--- src/rtl/pipeline_hazard_ctrl.sv ---
// Hazard controller for a short in-order pipeline.
// Detects load-use hazards (one-cycle stall) and taken branches resolved in
// MEM (three-stage squash). It also selects the EX operand forwarding source
// and keeps saturating counters of stall and flush events.
module pipeline_hazard_ctrl (
    input  logic       clock,
    input  logic       reset,
    input  logic [1:0] id_rs,
    input  logic       id_uses_rs,
    input  logic [1:0] ex_rd,
    input  logic       ex_wr,
    input  logic       ex_rm,
    input  logic [1:0] mem_rd,
    input  logic       mem_wr,
    input  logic       branch_taken,
    output logic       pc_write,
    output logic       ifid_write,
    output logic       ifid_flush,
    output logic       idex_flush,
    output logic       exmem_flush,
    output logic [1:0] fwd,
    output logic [1:0] state,
    output logic [7:0] stall_count,
    output logic [7:0] flush_count
);

    localparam logic [1:0] ST_RUN   = 2'b00;
    localparam logic [1:0] ST_STALL = 2'b01;
    localparam logic [1:0] ST_FLUSH = 2'b10;

    localparam logic [1:0] FWD_RF  = 2'b00;
    localparam logic [1:0] FWD_EX  = 2'b01;
    localparam logic [1:0] FWD_MEM = 2'b10;

    logic [1:0] state_q, state_d;
    logic [1:0] fwd_q, fwd_d;
    logic [7:0] stall_cnt_q, stall_cnt_d;
    logic [7:0] flush_cnt_q, flush_cnt_d;

    logic load_use;
    logic ex_match;
    logic mem_match;
    logic take_branch;

    // The ID source register matches a pending write in EX or MEM.
    assign ex_match  = id_uses_rs & ex_wr  & (ex_rd  == id_rs);
    assign mem_match = id_uses_rs & mem_wr & (mem_rd == id_rs);
    assign load_use  = ex_match & ex_rm;

    // A branch is honoured in RUN and STALL; in FLUSH the MEM stage holds a
    // wrong-path instruction, so its branch outcome is meaningless.
    assign take_branch = branch_taken & ((state_q == ST_RUN) | (state_q == ST_STALL));

    // Pipeline enables, flushes and next state from current state and inputs.
    always_comb begin
        // NOTE: every combinational output gets a default first so no path
        // leaves it unassigned, which would otherwise infer a latch.
        pc_write    = 1'b1;
        ifid_write  = 1'b1;
        ifid_flush  = 1'b0;
        idex_flush  = 1'b0;
        exmem_flush = 1'b0;
        state_d     = ST_RUN;

        if (reset) begin
            pc_write    = 1'b0;
            ifid_write  = 1'b0;
            ifid_flush  = 1'b1;
            idex_flush  = 1'b1;
            exmem_flush = 1'b1;
        end else if (take_branch) begin
            // Squash the three younger instructions; PC loads the target.
            ifid_flush  = 1'b1;
            idex_flush  = 1'b1;
            exmem_flush = 1'b1;
            state_d     = ST_FLUSH;
        end else if ((state_q == ST_RUN) && load_use) begin
            // Freeze IF/ID and PC, insert one bubble into EX.
            pc_write   = 1'b0;
            ifid_write = 1'b0;
            idex_flush = 1'b1;
            state_d    = ST_STALL;
        end
    end

    // Forwarding select for the instruction about to enter EX; EX wins over MEM.
    always_comb begin
        fwd_d = FWD_RF;
        if (idex_flush) begin
            fwd_d = FWD_RF;
        end else if (ex_match) begin
            fwd_d = FWD_EX;
        end else if (mem_match) begin
            fwd_d = FWD_MEM;
        end
    end

    // Saturating event counters, stepped on entry into STALL or FLUSH.
    always_comb begin
        stall_cnt_d = stall_cnt_q;
        flush_cnt_d = flush_cnt_q;
        if ((state_q == ST_RUN) && (state_d == ST_STALL) && (stall_cnt_q != 8'hFF)) begin
            stall_cnt_d = stall_cnt_q + 8'd1;
        end
        if ((state_d == ST_FLUSH) && (flush_cnt_q != 8'hFF)) begin
            flush_cnt_d = flush_cnt_q + 8'd1;
        end
    end

    // State, forwarding select and counters; synchronous reset wins.
    always_ff @(posedge clock) begin
        // NOTE: sequential state uses non-blocking assignments so every
        // register samples pre-edge values regardless of statement order.
        if (reset) begin
            state_q     <= ST_RUN;
            fwd_q       <= FWD_RF;
            stall_cnt_q <= 8'd0;
            flush_cnt_q <= 8'd0;
        end else begin
            state_q     <= state_d;
            fwd_q       <= fwd_d;
            stall_cnt_q <= stall_cnt_d;
            flush_cnt_q <= flush_cnt_d;
        end
    end

    assign state       = state_q;
    assign fwd         = fwd_q;
    assign stall_count = stall_cnt_q;
    assign flush_count = flush_cnt_q;

endmodule
--- config.mk ---
export PLATFORM = sky130hd
export DESIGN_NAME = pipeline_hazard_ctrl
export DESIGN_NICKNAME = d
export VERILOG_FILES = /design/src/rtl/pipeline_hazard_ctrl.sv
export SDC_FILE = /design/constraint.sdc
export NUM_CORES = 1
export LEC_CHECK = 0
export ABC_AREA = 1
export CAP_MARGIN = 0
export CORE_MARGIN = 10
export CORE_UTILIZATION = 44
export CTS_CLUSTER_DIAMETER = 200
export DETAILED_ROUTE_END_ITERATION = 10
export GPL_TIMING_DRIVEN = 1
export HOLD_SLACK_MARGIN = 0.03
export PLACE_DENSITY_LB_ADDON = 0.3
export SETUP_SLACK_MARGIN = 0.4
export SLEW_MARGIN = 20
export SYNTH_ARGS = -nofsm -noshare
export SYNTH_HDL_FRONTEND = slang
export SYNTH_SLANG_ARGS = --single-unit
--- constraint.sdc ---
create_clock -name clock -period 1.9 [get_ports clock]
set_clock_uncertainty 0.2 [all_clocks]
set_input_delay 0.19 -clock clock [delete_from_list [all_inputs] [get_ports clock]]
set_output_delay 0.19 -clock clock [all_outputs]
set_load 0.005 [all_outputs]
Yosys cells after proc, flatten, opt, wreduce, memory -nomap -nowiden
Cells that the tools add are included.

word-level totals
  RAM bits = 0
  bits of input ports = 13
  word-level logic and storage cells = 41
  memories = 0
  latch bits = 0
  bits in read-only memories = 0
  register bits = 20

cells by class
  bitwise operators = 7
  divide/modulo/power cells = 0
  eq/ne operators = 7
  multiplexer cells = 13
  magnitude comparators = 0
  add/sub/neg operators = 2
  multipliers = 0
  shifts and indexed selects = 0
  reduce and logical (&&, ||, !) cells = 7

operator list
  kind                                                              number
  8-bit by 1-bit adder with 8-bit output (second input constant)    2
  8-bit != test (second input constant)                             2
  1-bit 2-to-1 mux                                                  10
  1-bit bitwise AND                                                 6
  2-bit 2-to-1 mux                                                  3
  2-bit by 1-bit == test with 1-bit output (second input constant)  2
  2-bit == test                                                     2
  1-bit logical AND                                                 4
  3-bit OR reduction                                                1
  2-bit == test (second input constant)                             1
  2-bit zero test                                                   1
  2-bit OR reduction                                                1
  1-bit bitwise OR                                                  1

Logic depth before layout (Yosys ltp)
Gate-level depths: netlist of the first run.

  word-level depth = 10
  gate-level depth with buffers = 11
  mapped depth without buffers = 10

Least setup slack after synthesis of the first run
OpenSTA, ideal clock, no wires.

  path type = register -> register
  start = register stall_cnt_q[0] (netlist: stall_count[0])
  end = register stall_cnt_q[5] (netlist: stall_count[5])
  slack = 0.295 ns
  cell stages (with the launch flop) = 12
  data required time = 1.587 ns
  arrival = 1.292 ns
  clock period less this slack = 1.605 ns
  buffers on the path = 1
  cells stage by stage = dfxtp_1 > ha_1 > nand2_1 > inv_1 > nand2_1 > nor3_2 > nor2_2 > buf_6 > nand2_1 > nand2_1 > nand2_1 > nor2_1

on the way
  cells in the longest elaborated chain, start to end = 2

ends and longest elaborated chain
  item                                                                                            RTL line  text
  start, declared                                                                                 37        logic [7:0] stall_cnt_q, stall_cnt_d;
  start signal, assigned                                                                          122       stall_cnt_q <= stall_cnt_d;
  parallel branches: the longest is 2 deep, another holds 8-bit by 1-bit adder with 8-bit output  -

Parallel ways; which one is timed is not known.
A chain may end at the register's enable or synchronous reset.

Worst setup path in the final report of the first run
  start = register state_q[1] (netlist: state[1])
  end = register stall_cnt_q[7] (netlist: stall_count[7])

on the way
  cells in the longest elaborated chain, start to end = 8

ends and longest elaborated chain
  item                                                                                RTL line     text
  start, declared                                                                     35           logic [1:0] state_q, state_d;
  start signal, assigned                                                              120          state_q <= state_d;
  2-bit by 1-bit == test with 1-bit output / 2-bit zero test (equally long branches)  52, 77, 102
  1-bit bitwise OR / 1-bit logical AND (equally long branches)                        52, 77
  1-bit bitwise AND / 1-bit 2-to-1 mux (equally long branches)                        52, 77
  2-bit 2-to-1 mux                                                                    71           end else if (take_branch) begin
  2-bit 2-to-1 mux                                                                    65           if (reset) begin
  2-bit by 1-bit == test with 1-bit output                                            102          if ((state_q == ST_RUN) && (state_d == ST_STALL) && (stall_cnt_q != 8'hFF)) begin
  1-bit logical AND (*) (2 in series)                                                 102

Every way passes the cells marked *; elsewhere a longest branch is shown, timed or not.

==> flow_summary_export.csv, run 1 <==
group,metric,value,unit
worst_setup_path,path_buf_inv,5,
pwr,powerDensity,431,nW/um^2
sta,fin_crit,1850,ps
pwr,power,0.872,mW
floorplanning,pin_count,38,
placed_design,post_dp_cell_area,1630,sq um
sta,fmax,541,MHz
floorplanning,row_count,17,
worst_setup_path,slowest_stage,"dfxtp_4",
floorplanning,die_x,69.5,um
finish,syn_to_final_growth,87.8,%
clock_network,insertion_delay,330,ps
outcome,status,"finished, final reports clean",
clock_network,clock-root-buffer,"clkbuf_4",
yosys,postSynthAreaPerCell,6.73,sq um
detailed_routing,drc,0,
sta,tns,0,ps
yosys,ys_seq_area_share,37.2,%
global_routing,grt_pass1_vias,1469,
sta,worst_slew_pin_slew,458,ps
sta,slew_violations,0,
placed_design,hpwl,2400,um
worst_setup_path,cp_cell_sequence,"nor2_4 -> nand2_2 -> buf_6 -> buf_6 -> inv_4 -> nand4_4 -> nor2_4 -> buf_6 -> nand3_4 -> nand2_2 -> inv_2 -> nor2_1",
detailed_routing,ant_nets,0,
yosys,netlist_instances,160,
finish,antennaDiodeCount,0,
clock_network,cts_tree,"yes",
worst_setup_path,crit_fanout,6,
sta,hold_slack,191,ps
yosys,synth_nets,175,
pwr,p_leak,1.09,nW
worst_setup_path,crit_type,"flop to flop",
worst_setup_path,critical-path-max-stage-delay,380,ps
detailed_routing,drtIter0Drc,81,
placed_design,gp_congestion,0.832,
clock_network,clk_pin_slew,120,ps
worst_setup_path,cp_data_arrival_time,1920,ps
worst_setup_path,cp_common_cell,"buf_6",
floorplanning,die_h,69.5,um
worst_setup_path,required,1970,ps
detailed_routing,via_count,1427,
finish,final_common_cell,"buf_4",
sta,rsz0062_at_grt,"true",
worst_setup_path,crit_path_end_kind,"flop",
detailed_routing,via_per_inst,5.38,
floorplanning,die-area,4830,sq um
clock_network,cts.path.max_buffers,2,
finish,final_cell_mix,"buf_4, nand2_1, dlygate4sd2_1, inv_1, nor2_1",
placed_design,port_buffers,37,
sta,max_slew_margin,69.4,%
clock_network,htreeDepth,1,
sta,setup-violations-final,0,
detailed_routing,wl_per_cell,16.7,um
floorplanning,initial_core_util,47.3,%
yosys,synthDistinctLibCells,26,
sta,final_hold_viol_count,0,
global_routing,grt_max_degree,12,
finish,stdcell_area,2020,sq um
clock_network,hold_buffers,0,
detailed_routing,first_pass_iters,4,
clock_network,cts.sinks,20,
finish,final_nets,253,
pwr,vdd_ir_drop_max,0.000623,V
global_routing,grt_pass1_wl,6690,um
global_routing,grt_util_all_layers,16.4,%
worst_setup_path,crit_family,"simple AND/OR/NAND/NOR gates",
yosys,ys_ff_latch,20,
finish,drive_gt1_share,51.1,%
global_routing,antenna_found_initial,0,
worst_setup_path,critPathLaunchType,"flop",
worst_hold_path,holdCritPathClass,"input pin to flop",
floorplanning,core,2280,sq um
clock_network,numCtsBuffers,3,
global_routing,overflow,0,
sta,finalCritPeriodShare,97.3,%
yosys,ys_warn_count,0,
yosys,synth_area,1080,sq um
run,cap_violations,0,
detailed_routing,routed_wirelength,4430,um
==> metal layers <==
layer	track usage (%)	vias up	wire [um]
met4	8.20	0	288
met3	6.85	31	343
li1	-	657	-
met2	31.4	73	2340
met1	13.9	666	1460
met5	0	-	0
==> cell families after synthesis <==
group                    after synthesis  synth area share (%)
AND/OR/NAND/NOR                       82                  35.5
buffers and inverters                 34                  13.4
AO/OA/AOI/OAI                         21                  10.8
flip-flops                            20                  37.2
adder cells (fa/ha/maj)                2                  2.32
XOR/XNOR                               1                 0.813
==> metrics by stage <==
| step | worst slack [ps] | utilization [%] | cells |
|---|---|---|---|
| after detailed placement | -272 | 71.6 | 238 |
| after CTS | 202 | 84.3 | 262 |
| after floorplan | 384 | - | 160 |
| after global routing | -20.3 | 88.9 | 265 |
| final | 51.7 | 88.9 | 265 |
| after global placement | -214 | 71.6 | 238 |
==> registers in the layout, summed over array words and instances, names as in the netlist <==
register / flops
flush_count: 8
stall_count: 8
fwd: 2
state: 2
==> synth_stat cells <==
| cell type | number | area share (%) |
|---|---|---|
| a21oi_2 | 1 | 0.81 |
| nand4_1 | 3 | 1.7 |
| o21a_1 | 1 | 0.70 |
| a21oi_1 | 10 | 4.6 |
| nand3_1 | 11 | 5.1 |
| o22ai_1 | 1 | 0.58 |
| dfxtp_1 | 20 | 37 |
| buf_2 | 1 | 0.46 |
| nand2_2 | 1 | 0.58 |
| inv_1 | 28 | 9.8 |
| nor2_2 | 3 | 1.7 |
| xor2_1 | 1 | 0.81 |
| o21ai_0 | 4 | 1.9 |
| nor3_1 | 3 | 1.4 |
| nand4_4 | 1 | 2.0 |
| a2111oi_0 | 1 | 0.81 |
| nand2_1 | 39 | 14 |
| ha_1 | 2 | 2.3 |
| buf_6 | 1 | 1.0 |
| nor2_4 | 1 | 1.0 |
| buf_4 | 2 | 1.4 |
| nor2_1 | 17 | 5.9 |
| or2_2 | 1 | 0.58 |
| nor3_2 | 2 | 1.9 |
| o21ai_1 | 3 | 1.4 |
| inv_2 | 2 | 0.70 |
==> tightest hold or removal path, delay by kind of cell <==
family,cells,cell delay [ps]
compound gates,1,50
buf+inv,3,450
==> worst paths after layout <==
kind,to,cells after the start,startpoint,slack (ps)
min reg2reg,flush_count[4]$_SDFFE_PP0P_,2,flush_count[4]$_SDFFE_PP0P_,270
max,stall_count[7]$_SDFFE_PP0P_,12,state[1]$_SDFF_PP0_,50
min,fwd[1]$_SDFF_PP0_,4,id_rs[0],190
max reg2reg,stall_count[7]$_SDFFE_PP0P_,12,state[1]$_SDFF_PP0_,50
==> repair_timing <==
action                                  CTS  global route
cloned                                    0             0
buffers inserted                         20             3
pin swaps                                21            12
endpoints found under the setup margin   41            24
resized for setup                        98            28
==> layout make-up <==
cell class	count	area, sq um
well taps	28	35.0
clock buffers	4	36.3
flip-flops and latches	20	440
multi-input cells	106	734
fillers	102	253
repair buffers	77	659
inverters	30	118
==> power by group <==
part           switching [mW]  leakage, nW  internal (mW)
Sequential            0.00641        0.173          0.417
Clock                   0.156       0.0210          0.118
Combinational          0.0828        0.892         0.0916
Total                   0.245         1.09          0.627
(Power assumes the default switching activity.)
==> inputs of run 2 (changes only) <==
--- a/config.mk
+++ b/config.mk
@@ -7,8 +7,10 @@
 export LEC_CHECK = 0
 export ABC_AREA = 1
 export CAP_MARGIN = 0
+export CELL_PAD_IN_SITES_DETAIL_PLACEMENT = 0
+export CELL_PAD_IN_SITES_GLOBAL_PLACEMENT = 2
 export CORE_MARGIN = 10
-export CORE_UTILIZATION = 44
+export CORE_UTILIZATION = 23
 export CTS_CLUSTER_DIAMETER = 200
 export DETAILED_ROUTE_END_ITERATION = 10
 export GPL_TIMING_DRIVEN = 1
==> constraint.sdc (replaced) <==
create_clock -name clock -period 1.8 [get_ports clock]
set_clock_uncertainty 0.2 [all_clocks]
set_input_delay 0.18 -clock clock [delete_from_list [all_inputs] [get_ports clock]]
set_output_delay 0.18 -clock clock [all_outputs]
set_load 0.005 [all_outputs]
==> flow_summary_export.csv, run 2 (synthesized netlist as in run 1, its figures left out) <==
group,metric,value,unit
clock_network,cts.path.max_buffers,2,
clock_network,clk_pin_slew,80,ps
worst_hold_path,holdCritPathClass,"input pin to flop",
detailed_routing,first_pass_iters,4,
finish,drive_gt1_share,47.4,%
sta,tns,0,ps
global_routing,gr-usage-met3,4.04,%
pwr,vdd_ir_drop_max,0.000338,V
sta,finalCritPeriodShare,90.6,%
worst_setup_path,crit_type,"flop to flop",
clock_network,numCtsBuffers,3,
detailed_routing,drtIter0Drc,41,
global_routing,grt_util_all_layers,9.13,%
floorplanning,core,4440,sq um
global_routing,busiest_layer,"met2",
sta,fmax,613,MHz
detailed_routing,via_per_inst,4.40,
worst_setup_path,worstReg2RegEnd,"stall_count[1]$_SDFFE_PP0P_",
clock_network,clock-root-buffer,"clkbuf_8",
sta,setup_slack,169,ps
floorplanning,die_h,88.4,um
pwr,power,0.972,mW
worst_setup_path,required,1760,ps
detailed_routing,via_count,1242,
global_routing,antenna_found_initial,0,
outcome,status,"finished, final reports clean",
finish,stdcell_area,2030,sq um
detailed_routing,ant_nets,0,
detailed_routing,drc,0,
global_routing,use_met2,18.2,%
worst_hold_path,hold_depth,3,
global_routing,grt_max_degree,12,
clock_network,htreeDepth,1,
worst_setup_path,crit_path_end_kind,"flop",
placed_design,gp_congestion,0.773,
floorplanning,pin_count,38,
worst_setup_path,critPathLaunch,"stall_count[0]$_SDFFE_PP0P_",
sta,setup-violations-final,0,
placed_design,port_buffers,37,
worst_setup_path,regToRegStartpoint,"stall_count[0]$_SDFFE_PP0P_",
global_routing,grt_pass1_vias,1304,
worst_setup_path,rr_worst_depth,10,
finish,fin_util,45.6,%
detailed_routing,routed_wirelength,3450,um
detailed_routing,wl_per_cell,12.2,um
global_routing,use_met1,8.39,%
placed_design,hpwl,2570,um
sta,rsz0062_at_grt,"true",
floorplanning,die_x,88.4,um
finish,fillers,470,
global_routing,grt_pass1_wl,5750,um
floorplanning,row_count,24,
pwr,powerDensity,479,nW/um^2
floorplanning,die-area,7820,sq um
pwr,p_leak,1.07,nW
finish,final_nets,246,
worst_hold_path,min-delay-start,"id_rs[0]",
sta,max_slew_margin,80.0,%
worst_setup_path,critPathLaunchType,"flop",
clock_network,cts.sinks,20,
worst_setup_path,cp_data_arrival_time,1590,ps
placed_design,post_dp_cell_area,1680,sq um
finish,syn_to_final_growth,88.3,%
finish,final_common_cell,"nand2_1",
global_routing,overflow,0,
clock_network,insertion_delay,260,ps
clock_network,hold_buffers,0,
sta,worst_slew_pin_slew,298,ps
worst_setup_path,crit_fanout,7,
worst_hold_path,holdPathEnd,"fwd[1]$_SDFF_PP0_",
sta,slew_violations,0,
floorplanning,initial_core_util,24.2,%
finish,final_cell_mix,"nand2_1, dlygate4sd2_1, buf_4, inv_1, nor2_1",
sta,final_hold_viol_count,0,
run,cap_violations,0,
worst_setup_path,ff2ff_setup_slack,170,ps
sta,fin_crit,1630,ps
placed_design,dp_slack,-395,ps
finish,antennaDiodeCount,0,
clock_network,cts_tree,"yes",
-- run 2: changes by cell type in the layout (fill, tap and decap cells not counted), sizes merged --
cell / before / now
buf: 45 / 36
clkdlybuf4s15: 0 / 3
dlygate4sd2: 25 / 24
-- run 2: worst max-delay path by stage --
stage | to | slack, ps
after floorplan | stall_count[5]$_SDFFE_PP0P_ | 280
after global placement | idex_flush | -330
after detailed placement | idex_flush | -400
after CTS | pc_write | 170
after global routing | stall_count[5]$_SDFFE_PP0P_ | 70
final | stall_count[1]$_SDFFE_PP0P_ | 170
-- run 2: worst max-delay path: stages, from the launching register on --
cell and delay (ps):
dfxtp_4 370, ha_4 140, nand2_2 60, inv_2 60, nand2_4 60, nor3_4 180, nor2_4 60, buf_6 140
buf_4 130, o21ai_2 100, nor2_1 40
-- run 2: report_power, final --
part	leakage (nW)	switching, mW	total [mW]	internal [mW]
Sequential	0.171	0.00582	0.448	0.442
Clock	0.0288	0.155	0.350	0.195
Combinational	0.868	0.0826	0.175	0.0921
Total	1.07	0.243	0.972	0.729
-- run 2: area by class of cell --
cell class                      count  area (sq um)  share of cell area (%)
Timing Repair Buffer               70           616                    30.4
Multi-Input combinational cell    106           739                    36.5
Sequential cell                    20           435                    21.5
Inverter                           30           118                    5.80
Clock buffer                        4          55.1                    2.71
Tap cell                           52          65.1                    3.21
-- run 2: repair_timing --
| action | CTS | global route |
|---|---|---|
| setup buffers | 14 | 2 |
| resized for setup | 90 | 26 |
| endpoints found under the setup margin | 41 | 25 |
| pin swaps | 22 | 12 |
-- run 2: metrics by stage --
step	hold slack, ps	std cells
3_3_place_gp	254	262
3_5_place_dp	259	262
5_1_grt	167	282
4_1_cts	155	280
2_1_floorplan	49.1	160
6_report	151	282
-- run 2: layer usage --
layer  wire, um  up-vias
met3        218        2
met4         18        0
met1       1260      577
li1           -      644
met5          0        -
met2       1950       19
==> inputs of run 3 (changes only) <==
--- a/config.mk
+++ b/config.mk
@@ -10,9 +10,10 @@
 export CELL_PAD_IN_SITES_DETAIL_PLACEMENT = 0
 export CELL_PAD_IN_SITES_GLOBAL_PLACEMENT = 2
 export CORE_MARGIN = 10
-export CORE_UTILIZATION = 23
+export CORE_UTILIZATION = 30
 export CTS_CLUSTER_DIAMETER = 200
 export DETAILED_ROUTE_END_ITERATION = 10
+export DONT_BUFFER_PORTS = 1
 export GPL_TIMING_DRIVEN = 1
 export HOLD_SLACK_MARGIN = 0.03
 export PLACE_DENSITY_LB_ADDON = 0.3
==> flow_summary_export.csv, run 3 (synthesized netlist as in run 1, its figures left out) <==
group,metric,value,unit
worst_hold_path,hold_depth,3,
sta,rsz0062_at_grt,"true",
detailed_routing,first_pass_iters,4,
sta,fmax,625,MHz
detailed_routing,via_count,1073,
clock_network,cts_tree,"yes",
detailed_routing,drc,0,
floorplanning,die-area,6390,sq um
global_routing,grt_pass1_wl,5000,um
worst_setup_path,rr_worst_depth,10,
sta,fin_crit,1600,ps
global_routing,grt_max_degree,15,
floorplanning,die_x,79.9,um
worst_hold_path,min-delay-start,"ex_rd[1]",
floorplanning,core,3420,sq um
floorplanning,die_h,79.9,um
global_routing,overflow,0,
worst_setup_path,slowest_stage,"dfxtp_4",
sta,setup-violations-final,0,
worst_setup_path,crit_path_end_kind,"flop",
finish,stdcell_count,235,
global_routing,grt_pass1_vias,1064,
sta,hold_slack,-129,ps
worst_setup_path,regToRegStartpoint,"flush_count[1]$_SDFFE_PP0P_",
detailed_routing,via_per_inst,4.57,
worst_setup_path,worstReg2RegEnd,"flush_count[5]$_SDFFE_PP0P_",
worst_setup_path,critPathLaunchType,"flop",
sta,finalCritPeriodShare,88.8,%
outcome,violations,"hold timing",
worst_setup_path,crit_family,"simple AND/OR/NAND/NOR gates",
worst_setup_path,path_buf_inv,1,
worst_setup_path,cp_cell_sequence,"ha_4 -> nand3_4 -> nor2_4 -> nand2_2 -> nand2_4 -> buf_6 -> nor3_4 -> nand3_1 -> nand2_1 -> nor2_1",
clock_network,numCtsBuffers,3,
clock_network,htreeDepth,1,
clock_network,cts.sinks,20,
sta,slew_violations,0,
pwr,p_leak,0.763,nW
worst_setup_path,cp_data_arrival_time,1600,ps
finish,seq_area,433,sq um
worst_setup_path,crit_fanout,4,
worst_setup_path,critical-path-max-stage-delay,380,ps
worst_setup_path,ff2ff_setup_slack,200,ps
run,cap_violations,0,
clock_network,clk_pin_slew,120,ps
clock_network,clock-root-buffer,"clkbuf_4",
finish,antennaDiodeCount,0,
outcome,status,"finished, violations left",
finish,multiInputGateArea,721,sq um
detailed_routing,wl_per_cell,12.7,um
finish,stdcell_area,1620,sq um
detailed_routing,drtIter0Drc,66,
placed_design,hpwl,2130,um
global_routing,antenna_found_initial,0,
sta,final_hold_viol_count,3,
worst_setup_path,critPathLaunch,"flush_count[1]$_SDFFE_PP0P_",
finish,final_cell_mix,"nand2_1, inv_1, buf_4, nor2_1",
floorplanning,row_count,21,
finish,syn_to_final_growth,49.9,%
placed_design,post_dp_cell_area,1220,sq um
placed_design,port_buffers,0,
worst_setup_path,required,1800,ps
worst_hold_path,holdPathEnd,"fwd[0]$_SDFF_PP0_",
sta,tns,0,ps
sta,worst_slew_pin_slew,484,ps
floorplanning,initial_core_util,31.5,%
worst_setup_path,crit_type,"flop to flop",
finish,fillers,361,
global_routing,grt_util_all_layers,9.63,%
placed_design,gp_congestion,0.721,
placed_design,dp.cells,209,
sta,max_slew_margin,67.7,%
worst_hold_path,holdCritPathClass,"input pin to flop",
finish,final_nets,205,
clock_network,cts.path.max_buffers,2,
floorplanning,pin_count,38,
pwr,powerDensity,485,nW/um^2
detailed_routing,ant_nets,0,
clock_network,insertion_delay,290,ps
pwr,vdd_ir_drop_max,0.000355,V
finish,drive_gt1_share,43.9,%
detailed_routing,routed_wirelength,2970,um
finish,final_common_cell,"nand2_1",
==> run 3: worst max-delay path by stage <==
stage	endpoint	slack [ps]	cells after the start
floorplan	stall_count[5]$_SDFFE_PP0P_	280	11
detailed placement	stall_count[4]$_SDFFE_PP0P_	120	11
global placement	stall_count[4]$_SDFFE_PP0P_	140	11
finish	flush_count[5]$_SDFFE_PP0P_	200	10
global route	stall_count[4]$_SDFFE_PP0P_	100	10
CTS	flush_count[5]$_SDFFE_PP0P_	140	10
==> run 3: final cells by class <==
type / instances / share of cell area (%)
inverters: 30 / 7.44
clock buffers: 4 / 1.63
repair buffers: 29 / 16.0
multi-input cells: 106 / 44.6
flip-flops and latches: 20 / 26.8
well taps: 46 / 3.56
==> run 3: metal layers <==
metal,vias up,share of wire [%],routed length [um],track usage [%]
met5,-,0,0,0
met4,0,0.61,18,2.11
met1,495,38,1120,9.81
met2,18,54,1610,17.3
li1,558,-,-,-
met3,2,7.4,221,4.73
==> run 3: per-stage QoR <==
stage,power (mW),util [%],worst slack (ps),hold slack [ps]
floorplan,0.522,-,285,49.1
global placement,0.532,35.9,145,51.4
detailed placement,0.533,35.9,119,52.6
CTS,0.796,42.9,137,-287
global route,0.833,47.3,102,-106
finish,0.784,47.3,201,-129
==> run 3: timing repair <==
action,in CTS,in global routing
pin swaps,16,17
endpoints found under the setup margin,22,22
hold endpoints to repair,11,9
gates cloned,1,0
buffers inserted,8,6
gates resized for setup,22,36
hold buffers,8,1
==> run 3: worst register-to-register path, cell delays in order, from the launching register on <==
cell and delay (ps):
dfxtp_4 380, ha_4 170, nand3_4 60, nor2_4 40
nand2_2 60, nand2_4 80, buf_6 130, nor3_4 160
nand3_1 100, nand2_1 70, nor2_1 40
==> run 3: power by group <==
part	internal [mW]	switching, mW	total (mW)
logic	0.0481	0.0596	0.108
clock network	0.0863	0.139	0.226
registers	0.442	0.00918	0.451
total	0.576	0.208	0.784
